**config.mk**
```make
export PLATFORM = sky130hd
export DESIGN_NAME = frame_wr_burst_ctrl
export DESIGN_NICKNAME = d
export VERILOG_FILES = /design/src/rtl/frame_buf_pkg.sv /design/src/rtl/frame_start_detect.sv /design/src/rtl/frame_wr_burst_ctrl.sv
export SDC_FILE = /design/constraint.sdc
export NUM_CORES = 1
export LEC_CHECK = 0
export ABC_AREA = 1
export BUFFER_PORTS_ARGS = -buffer_cell sky130_fd_sc_hd__buf_4
export CORE_MARGIN = 5
export CORE_UTILIZATION = 65
export DETAILED_ROUTE_END_ITERATION = 10
export HOLD_SLACK_MARGIN = 0.03
export PLACE_DENSITY = 0.95
export SETUP_SLACK_MARGIN = 0.15
export SYNTH_ARGS = -nofsm -noshare
export SYNTH_HDL_FRONTEND = slang
export SYNTH_SLANG_ARGS = --single-unit
```
**constraint.sdc**
```tcl
create_clock -name clk -period 9.53 [get_ports clk]
set_input_delay 0.953 -clock clk [delete_from_list [all_inputs] [get_ports clk]]
set_output_delay 0.953 -clock clk [all_outputs]
set_load 0.01 [all_outputs]
```
**src/rtl/frame_buf_pkg.sv**
```systemverilog
// Shared definitions for the rotation frame-buffer read/write burst controllers.
package frame_buf_pkg;

  localparam int unsigned IDX_W           = 2;
  localparam int unsigned FRAME_WORDS_DEF = 1000;
  localparam int unsigned SLOT_STRIDE_DEF = 32'h0008_0000;

  typedef enum logic [1:0] {
    S_IDLE  = 2'd0,
    S_WAIT  = 2'd1,
    S_BURST = 2'd2,
    S_DONE  = 2'd3
  } state_e;

endpackage

```
**src/rtl/frame_start_detect.sv**
```systemverilog
// Two-flop rising-edge detector on the frame-start level; shared with the read side.
module frame_start_detect (
  input  logic clk,
  input  logic rst,
  input  logic new_frame,
  output logic start_c
);

  logic nf_q;
  logic nf_qq;

  always_ff @(posedge clk) begin
    if (rst) begin
      nf_q  <= 1'b0;
      nf_qq <= 1'b0;
    end else begin
      nf_q  <= new_frame;
      nf_qq <= nf_q;
    end
  end

  assign start_c = nf_q & ~nf_qq;

endmodule

```
**src/rtl/frame_wr_burst_ctrl.sv**
```systemverilog
// Write-side DDR burst controller: drains the pixel FIFO into the current frame slot
// and reports frame completion / abandonment back to the frame-sign generator.
module frame_wr_burst_ctrl
  import frame_buf_pkg::*;
#(
  parameter int unsigned        ADDR_W      = 25,
  parameter int unsigned        LEN_W       = 10,
  parameter int unsigned        FRAME_WORDS = FRAME_WORDS_DEF,
  parameter int unsigned        BURST_LEN   = 128,
  parameter logic [ADDR_W-1:0]  SLOT_STRIDE = ADDR_W'(SLOT_STRIDE_DEF)
) (
  input  logic              clk,
  input  logic              rst,
  input  logic              new_frame,
  input  logic [IDX_W-1:0]  new_write_index,
  input  logic [LEN_W-1:0]  fifo_rd_count,
  output logic              wr_burst_req,
  output logic [ADDR_W-1:0] wr_burst_addr,
  output logic [LEN_W-1:0]  wr_burst_len,
  input  logic              wr_burst_finish,
  output logic              frame_finish,
  output logic              frame_drop,
  output logic              busy
);

  state_e            state_q, state_d;
  logic [ADDR_W-1:0] base_q, base_d;
  logic [ADDR_W-1:0] word_cnt_q, word_cnt_d;
  logic              pending_q, pending_d;
  logic              req_q, req_d;
  logic [ADDR_W-1:0] addr_q, addr_d;
  logic [LEN_W-1:0]  len_q, len_d;
  logic              finish_q, finish_d;
  logic              drop_q, drop_d;
  logic              busy_q, busy_d;

  logic              start_c;
  logic              restart_c;
  logic [ADDR_W-1:0] new_base_c;
  logic [ADDR_W-1:0] remain_c;
  logic [LEN_W-1:0]  len_c;
  logic [ADDR_W-1:0] sum_c;

  frame_start_detect u_start_detect (
    .clk       (clk),
    .rst       (rst),
    .new_frame (new_frame),
    .start_c   (start_c)
  );

  // A start deferred from BURST behaves like a fresh start once the burst is over.
  assign restart_c  = start_c | pending_q;
  assign new_base_c = ADDR_W'(ADDR_W'(new_write_index) * SLOT_STRIDE);
  assign remain_c   = ADDR_W'(FRAME_WORDS) - word_cnt_q;
  assign len_c      = (remain_c > ADDR_W'(BURST_LEN)) ? LEN_W'(BURST_LEN) : LEN_W'(remain_c);
  assign sum_c      = word_cnt_q + ADDR_W'(len_q);

  always_ff @(posedge clk) begin
    if (rst) begin
      state_q    <= S_IDLE;
      base_q     <= '0;
      word_cnt_q <= '0;
      pending_q  <= 1'b0;
      req_q      <= 1'b0;
      addr_q     <= '0;
      len_q      <= '0;
      finish_q   <= 1'b0;
      drop_q     <= 1'b0;
      busy_q     <= 1'b0;
    end else begin
      state_q    <= state_d;
      base_q     <= base_d;
      word_cnt_q <= word_cnt_d;
      pending_q  <= pending_d;
      req_q      <= req_d;
      addr_q     <= addr_d;
      len_q      <= len_d;
      finish_q   <= finish_d;
      drop_q     <= drop_d;
      busy_q     <= busy_d;
    end
  end

  always_comb begin
    state_d    = state_q;
    base_d     = base_q;
    word_cnt_d = word_cnt_q;
    pending_d  = pending_q;
    req_d      = req_q;
    addr_d     = addr_q;
    len_d      = len_q;
    finish_d   = 1'b0;
    drop_d     = 1'b0;

    case (state_q)
      S_IDLE: begin
        if (restart_c) begin
          base_d     = new_base_c;
          word_cnt_d = '0;
          pending_d  = 1'b0;
          state_d    = S_WAIT;
        end
      end
      S_WAIT: begin
        if (restart_c) begin
          base_d     = new_base_c;
          word_cnt_d = '0;
          pending_d  = 1'b0;
          drop_d     = (word_cnt_q != '0);
        end else if (fifo_rd_count >= len_c) begin
          addr_d  = base_q + word_cnt_q;
          len_d   = len_c;
          req_d   = 1'b1;
          state_d = S_BURST;
        end
      end
      S_BURST: begin
        if (start_c) pending_d = 1'b1;
        if (wr_burst_finish) begin
          req_d      = 1'b0;
          word_cnt_d = sum_c;
          if (sum_c == ADDR_W'(FRAME_WORDS)) begin
            finish_d = 1'b1;
            state_d  = S_DONE;
          end else begin
            state_d = S_WAIT;
          end
        end
      end
      S_DONE: begin
        // A start queued behind the final burst begins the next frame cleanly.
        if (restart_c) begin
          base_d     = new_base_c;
          word_cnt_d = '0;
          pending_d  = 1'b0;
          state_d    = S_WAIT;
        end else begin
          state_d = S_IDLE;
        end
      end
      default: state_d = S_IDLE;
    endcase

    busy_d = (state_d != S_IDLE);
  end

  assign wr_burst_req  = req_q;
  assign wr_burst_addr = addr_q;
  assign wr_burst_len  = len_q;
  assign frame_finish  = finish_q;
  assign frame_drop    = drop_q;
  assign busy          = busy_q;

endmodule

```
[Yosys cells after proc, flatten, opt, wreduce, memory -nomap -nowiden]
Index checks and enable logic that the tools add are counted.
Storage, ports and cells
  bits in registers: 71
Cells by class
  add/sub/neg operators: 3
  $lt $le $gt $ge: 2
  equal/unequal tests: 9
  mux-type cells: 19
  bitwise operators: 7
  reductions and logical operators: 12
Operators with widths (number)
  25-bit 2-to-1 mux: 2
  25-bit one-hot mux with 2 select lines: 1
  21-bit by 25-bit adder with 25-bit output: 1
  25-bit by 10-bit adder with 25-bit output: 1
  25-bit by 10-bit equality test with 1-bit output, second input constant: 1
  25-bit by 8-bit greater-than comparator with 1-bit output, second input constant: 1
  25-bit nonzero test: 1
  10-bit by 25-bit subtractor with 25-bit output, first input constant: 1
  10-bit greater-or-equal comparator: 1
  10-bit 2-to-1 mux: 1
  2-bit 2-to-1 mux: 5
  3-bit OR reduction: 3
  2-bit != test, second input constant: 4
  2-bit one-hot mux with 4 select lines: 1
  1-bit 2-to-1 mux: 7
  2-bit AND reduction: 3
  1-bit inverter: 5
  2-bit equality test, second input constant: 2
  1-bit one-hot mux with 2 select lines: 2
  4-bit AND reduction: 1
  2-bit nonzero test: 2
  3-bit AND reduction: 1
  2-bit by 1-bit equality test with 1-bit output, second input constant: 1
  2-bit logical NOT: 1
  3 further kinds: 3

[Logic depth before layout (Yosys ltp)]
  depth in word-level cells: 8
  depth in mapped cells: 28
  depth with buffers taken out: 28

[Hierarchy]
A second synthesis with hierarchy kept.
Second synthesis, totals
  cells, all modules: 760
  area total of the unflattened synthesis: 4963.5 µm²
Modules (own cells, without submodules)
  frame_wr_burst_ctrl: instances 1, cells an instance 753, area each 4904.7 µm², sequential area each 1381.3 µm²
  frame_start_detect: instances 1, cells an instance 7, area each 58.8 µm², sequential area each 40.0 µm²

[Least setup slack after synthesis]
Ideal clock, no wire load.
  path type: register to register
  start point: register word_cnt_q[1]
  end point: register addr_q[21], in the netlist wr_burst_addr[21]
  data arrival time: 3.322 ns
  required time: 9.397 ns
  path slack: 6.075 ns
  stages on the path, launching flop included: 28
  path buffers: 1
  clock period less this slack: 3.455 ns
  cell sequence: dfxtp_1 -> inv_1 -> ha_1 -> nand2_1 -> nand2_2 -> nand2_2 -> nand3_4 -> nand2_4 -> nor2_4 -> nand3_2 -> nand2_2 -> nor3b_2 -> nand2_1 -> nor3_4 -> nand2_2 -> nor2_1 -> ha_1 -> a21oi_1 -> nor2_1 -> a211oi_1 -> nand4_1 -> nand2_1 -> nand2_1 -> nand2_2 -> clkinv_1 -> clkbuf_1 -> o21ai_0 -> a21oi_1
Between the ends
  cells in the longest elaborated chain, start to end: 5
  elaborated cells on any way between the ends: 6
  those cells by class: 2 x add/sub; 2 x order compare; 1 x mux; 1 x reduce/logical
RTL lines
  start: declaration: line frame_wr_burst_ctrl.sv:28  | logic [ADDR_W-1:0] word_cnt_q, word_cnt_d;
  start signal: assignment: line frame_wr_burst_ctrl.sv:73  | word_cnt_q <= word_cnt_d;
  10-bit by 25-bit subtractor with 25-bit output: line frame_wr_burst_ctrl.sv:54  | assign remain_c = ADDR_W'(FRAME_WORDS) - word_cnt_q;
  25-bit by 8-bit greater-than comparator with 1-bit output: line frame_wr_burst_ctrl.sv:55  | assign len_c = (remain_c > ADDR_W'(BURST_LEN)) ? LEN_W'(BURST_LEN) : LEN_W'(remain_c);
  10-bit 2-to-1 mux: line frame_wr_burst_ctrl.sv:55
  10-bit greater-or-equal comparator: line frame_wr_burst_ctrl.sv:110  | end else if (fifo_rd_count >= len_c) begin
  3-bit AND reduction (no source line)
  end signal: assignment: line frame_wr_burst_ctrl.sv:76  | addr_q <= addr_d;
  end: declaration: line frame_wr_burst_ctrl.sv:31  | logic [ADDR_W-1:0] addr_q, addr_d;
Several ways; a longest one is shown, not always the timed one.
A chain may end at the register's enable or synchronous reset.

[Worst setup path after layout]
  start point: register word_cnt_q[1]
  end point: register len_q[2], in the netlist wr_burst_len[2]
Between the ends
  cells in the longest elaborated chain, start to end: 5
RTL lines
  10-bit by 25-bit subtractor with 25-bit output (*): line frame_wr_burst_ctrl.sv:54
  25-bit by 8-bit greater-than comparator with 1-bit output: line frame_wr_burst_ctrl.sv:55
  10-bit 2-to-1 mux (*): line frame_wr_burst_ctrl.sv:55
  10-bit greater-or-equal comparator: line frame_wr_burst_ctrl.sv:110
  3-bit AND reduction (no source line)
  end signal: assignment: line frame_wr_burst_ctrl.sv:77  | len_q <= len_d;
  end: declaration: line frame_wr_burst_ctrl.sv:32  | logic [LEN_W-1:0] len_q, len_d;
Every way passes the cells marked *; elsewhere a longest branch is shown, timed or not.

==> flow_summary.toml <==
[cts]
root_buffer = "clkbuf_8"
cts_max_level = 3
clock_latency_ps = 360
numCtsBuffers = 9
clkSinkCount = 71
clkTransAtPathRegs_ps = 80
cts_tree = "yes"
clk_path_buf_depth = 2
cts_setup_buffers = 0
postCtsResizedCells = 0
cts_hold_buf = 0

[power]
peakVddDrop_mv = 0.0941
p_int_w = 0.000513
switching_share_pct = 25.8
powerDensity_nw_per_um2 = 115
power_frac_comb_pct = 10.7
power_leakage_nw = 2.94
seqPwrFrac_pct = 45.8
switchingPower_w = 0.000179
clkPwrFrac_pct = 43.5

[yosys]
ys_ff_latch = 71
syn_area_um2 = 5330
synth_warnings = 0
synth-main-ff-cell = "dfxtp_1"
seq_area_frac_synth_pct = 26.7
synth-edff-count = 0
syn_inst = 852
syn_area_per_cell_um2 = 6.25
ys_types = 43
async_reset_ff_share_pct = 0

[global_routing]
grt_pass1_wl_mm = 26.0
grt-ovfl-total = 0
antenna_found_initial = 0
grt_max_degree = 48
grt_pass1_vias = 5429
track_usage_pct = 32.4

[job]
maxCapViolCount = 0

[floorplanning]
die-area_um2 = 10100
fp.dieH_um = 101
num_rows = 33
ios = 55
fp.dieW_um = 101
initial_core_util_pct = 65.8
core_area_um2 = 8090

[placement]
placed_area_um2 = 5760
post-dp-hpwl_mm = 12.1
gp_congestion = 1.02
portBuffers = 54

[critical_path]
criticalPathCategory = "flop to flop"
cp_data_arrival_time_ps = 4740
cp-end-kind = "flop"
path_max_fanout = 47
critPathRequiredTime_ps = 9750
worst_setup_path_start_kind = "flop"

[sta]
slew_headroom_pct = 28.0
skew_ps = 11.9
maxSlewViolCount = 0
fmax_mhz = 221
fin_crit_ps = 4520
setup_viol = 0
hold_viol = 0
rsz0062_at_grt = "false"
tightest_slew_ps = 1080
tns_ps = 0
fin_crit_sh_pct = 47.4

[route]
vias = 5837
wl_per_cell_um = 15.9
drc = 0
first_iter_violations = 763
first_pass_iters = 6
antenna_left = 0
vias_per_cell = 5.81
postRouteWirelength_mm = 16.0

[final_layout]
drive_gt1_share_pct = 13.0
antenna_cells = 0
layout.nets = 936
n_fill_cell = 673
fin_area_um2 = 6010
syn_to_final_growth_pct = 12.7
seqCellArea_um2 = 1420
multi_input_area_um2 = 3350

[worst_hold_path]
hold_class = "flop to flop"

[run_status]
run_status = "finished clean"
[through the flow]
step	power (W)	worst slack (ps)	std cells	hold slack (ps)	util, %
final	0.000692	5010	1005	436	74.2
after global routing	0.000716	4530	1005	458	74.2
after global placement	0.000394	5310	989	420	71.2
after detailed placement	0.000396	5100	989	424	71.2
after floorplan	0.000363	6080	853	411	-
after CTS	0.000692	5060	1005	437	74.2
[cell families after synthesis]
family | Yosys count | share of synthesized area [%]
AOI/OAI and AO/OA | 122 | 11.9
xor gates and xnor gates | 16 | 2.77
adders and majority gates | 25 | 6.15
buffers and inverters | 138 | 10.6
DFF | 71 | 26.7
other | 1 | 0.0704
and+or+nand+nor | 479 | 41.8
[routing by layer]
metal,vias up,wire length (um),track usage [%]
met5,-,0,0
met4,0,524,13.1
met3,56,1790,5.33
met2,361,7190,52.3
met1,2576,6500,43.2
li1,2844,-,-
[final timing paths]
path                       startpoint                   end  slack, ps  depth (start not counted)
setup / recovery        word_cnt_q[1]       wr_burst_len[2]       5010                         24
hold / removal    u_start_detect.nf_q  u_start_detect.nf_qq        440                          2
setup reg to reg        word_cnt_q[1]       wr_burst_len[2]       5010                         24
hold reg to reg   u_start_detect.nf_q  u_start_detect.nf_qq        440                          2
[sequential cells by signal, summed over array words and instances (netlist names), 2 cells and up]
name           cells
base_q             2
state_q            2
word_cnt_q        25
wr_burst_addr     25
wr_burst_len      10
[critical path, stage by stage, from the launching register on]
cell,delay [ps]
dfxtp_1,350
inv_1,130
ha_1,280
nand2_1,120
nand2_2,90
nand2_2,120
nand2_1,80
xor2_1,190
o21ai_1,230
o21ai_1,150
nor3_4,340
nand2_2,80
nor2_1,110
ha_1,250
a21oi_1,150
nor2_1,50
a211oi_1,180
nand4_1,140
nand2_1,80
nand2_1,70
nand2_2,160
clkinv_1,340
buf_4,380
o21ai_0,240
a21oi_1,80
[final cells by class]
type | instances | area share, %
Clock inverter | 7 | 2.00
Timing Repair Buffer | 57 | 7.12
Sequential cell | 71 | 23.7
Inverter | 112 | 7.23
Multi-Input combinational cell | 644 | 55.7
Clock buffer | 9 | 2.06
Tap cell | 105 | 2.19
[power by group through the flow]
stage | logic [W] | registers (W) | clock network [W]
2_1_floorplan | 0.0000377 | 0.000326 | 0
3_3_place_gp | 0.0000714 | 0.000323 | 0
3_5_place_dp | 0.0000736 | 0.000323 | 0
4_1_cts | 0.0000739 | 0.000316 | 0.000301
5_1_grt | 0.0000818 | 0.000318 | 0.000316
6_report | 0.0000742 | 0.000317 | 0.000301
[cells in the mapped netlist (6+ instances only)]
cell	instances	area, um2
o21ai_0	40	200
inv_1	107	402
nor2_4	6	67.6
nand2_1	246	923
nand3_1	84	420
nor3_1	9	45.0
buf_2	6	30.0
nor2_1	80	300
ha_1	23	288
o21ai_1	6	30.0
nand4_1	19	119
clkbuf_1	16	60.1
a21oi_1	65	325
nand2_2	8	50.1
dfxtp_1	71	1420
xor2_1	12	105
[cells in the final DEF (no fill, tap or decap), drive strengths merged, types with 2 or more instances in the layout]
cell	n
nor2	91
nand3	91
o22ai	4
dfxtp	71
xnor2	3
nor3	13
nand2	259
bufinv	4
nor4	2
conb	2
a31oi	2
fa	2
clkbuf	9
a21oi	65
nand4	19
clkinv	3
ha	23
o21ai	47
buf	57
nor3b	3
inv	111
xor2	13
Note: power is estimated with default switching activity, not from simulation.
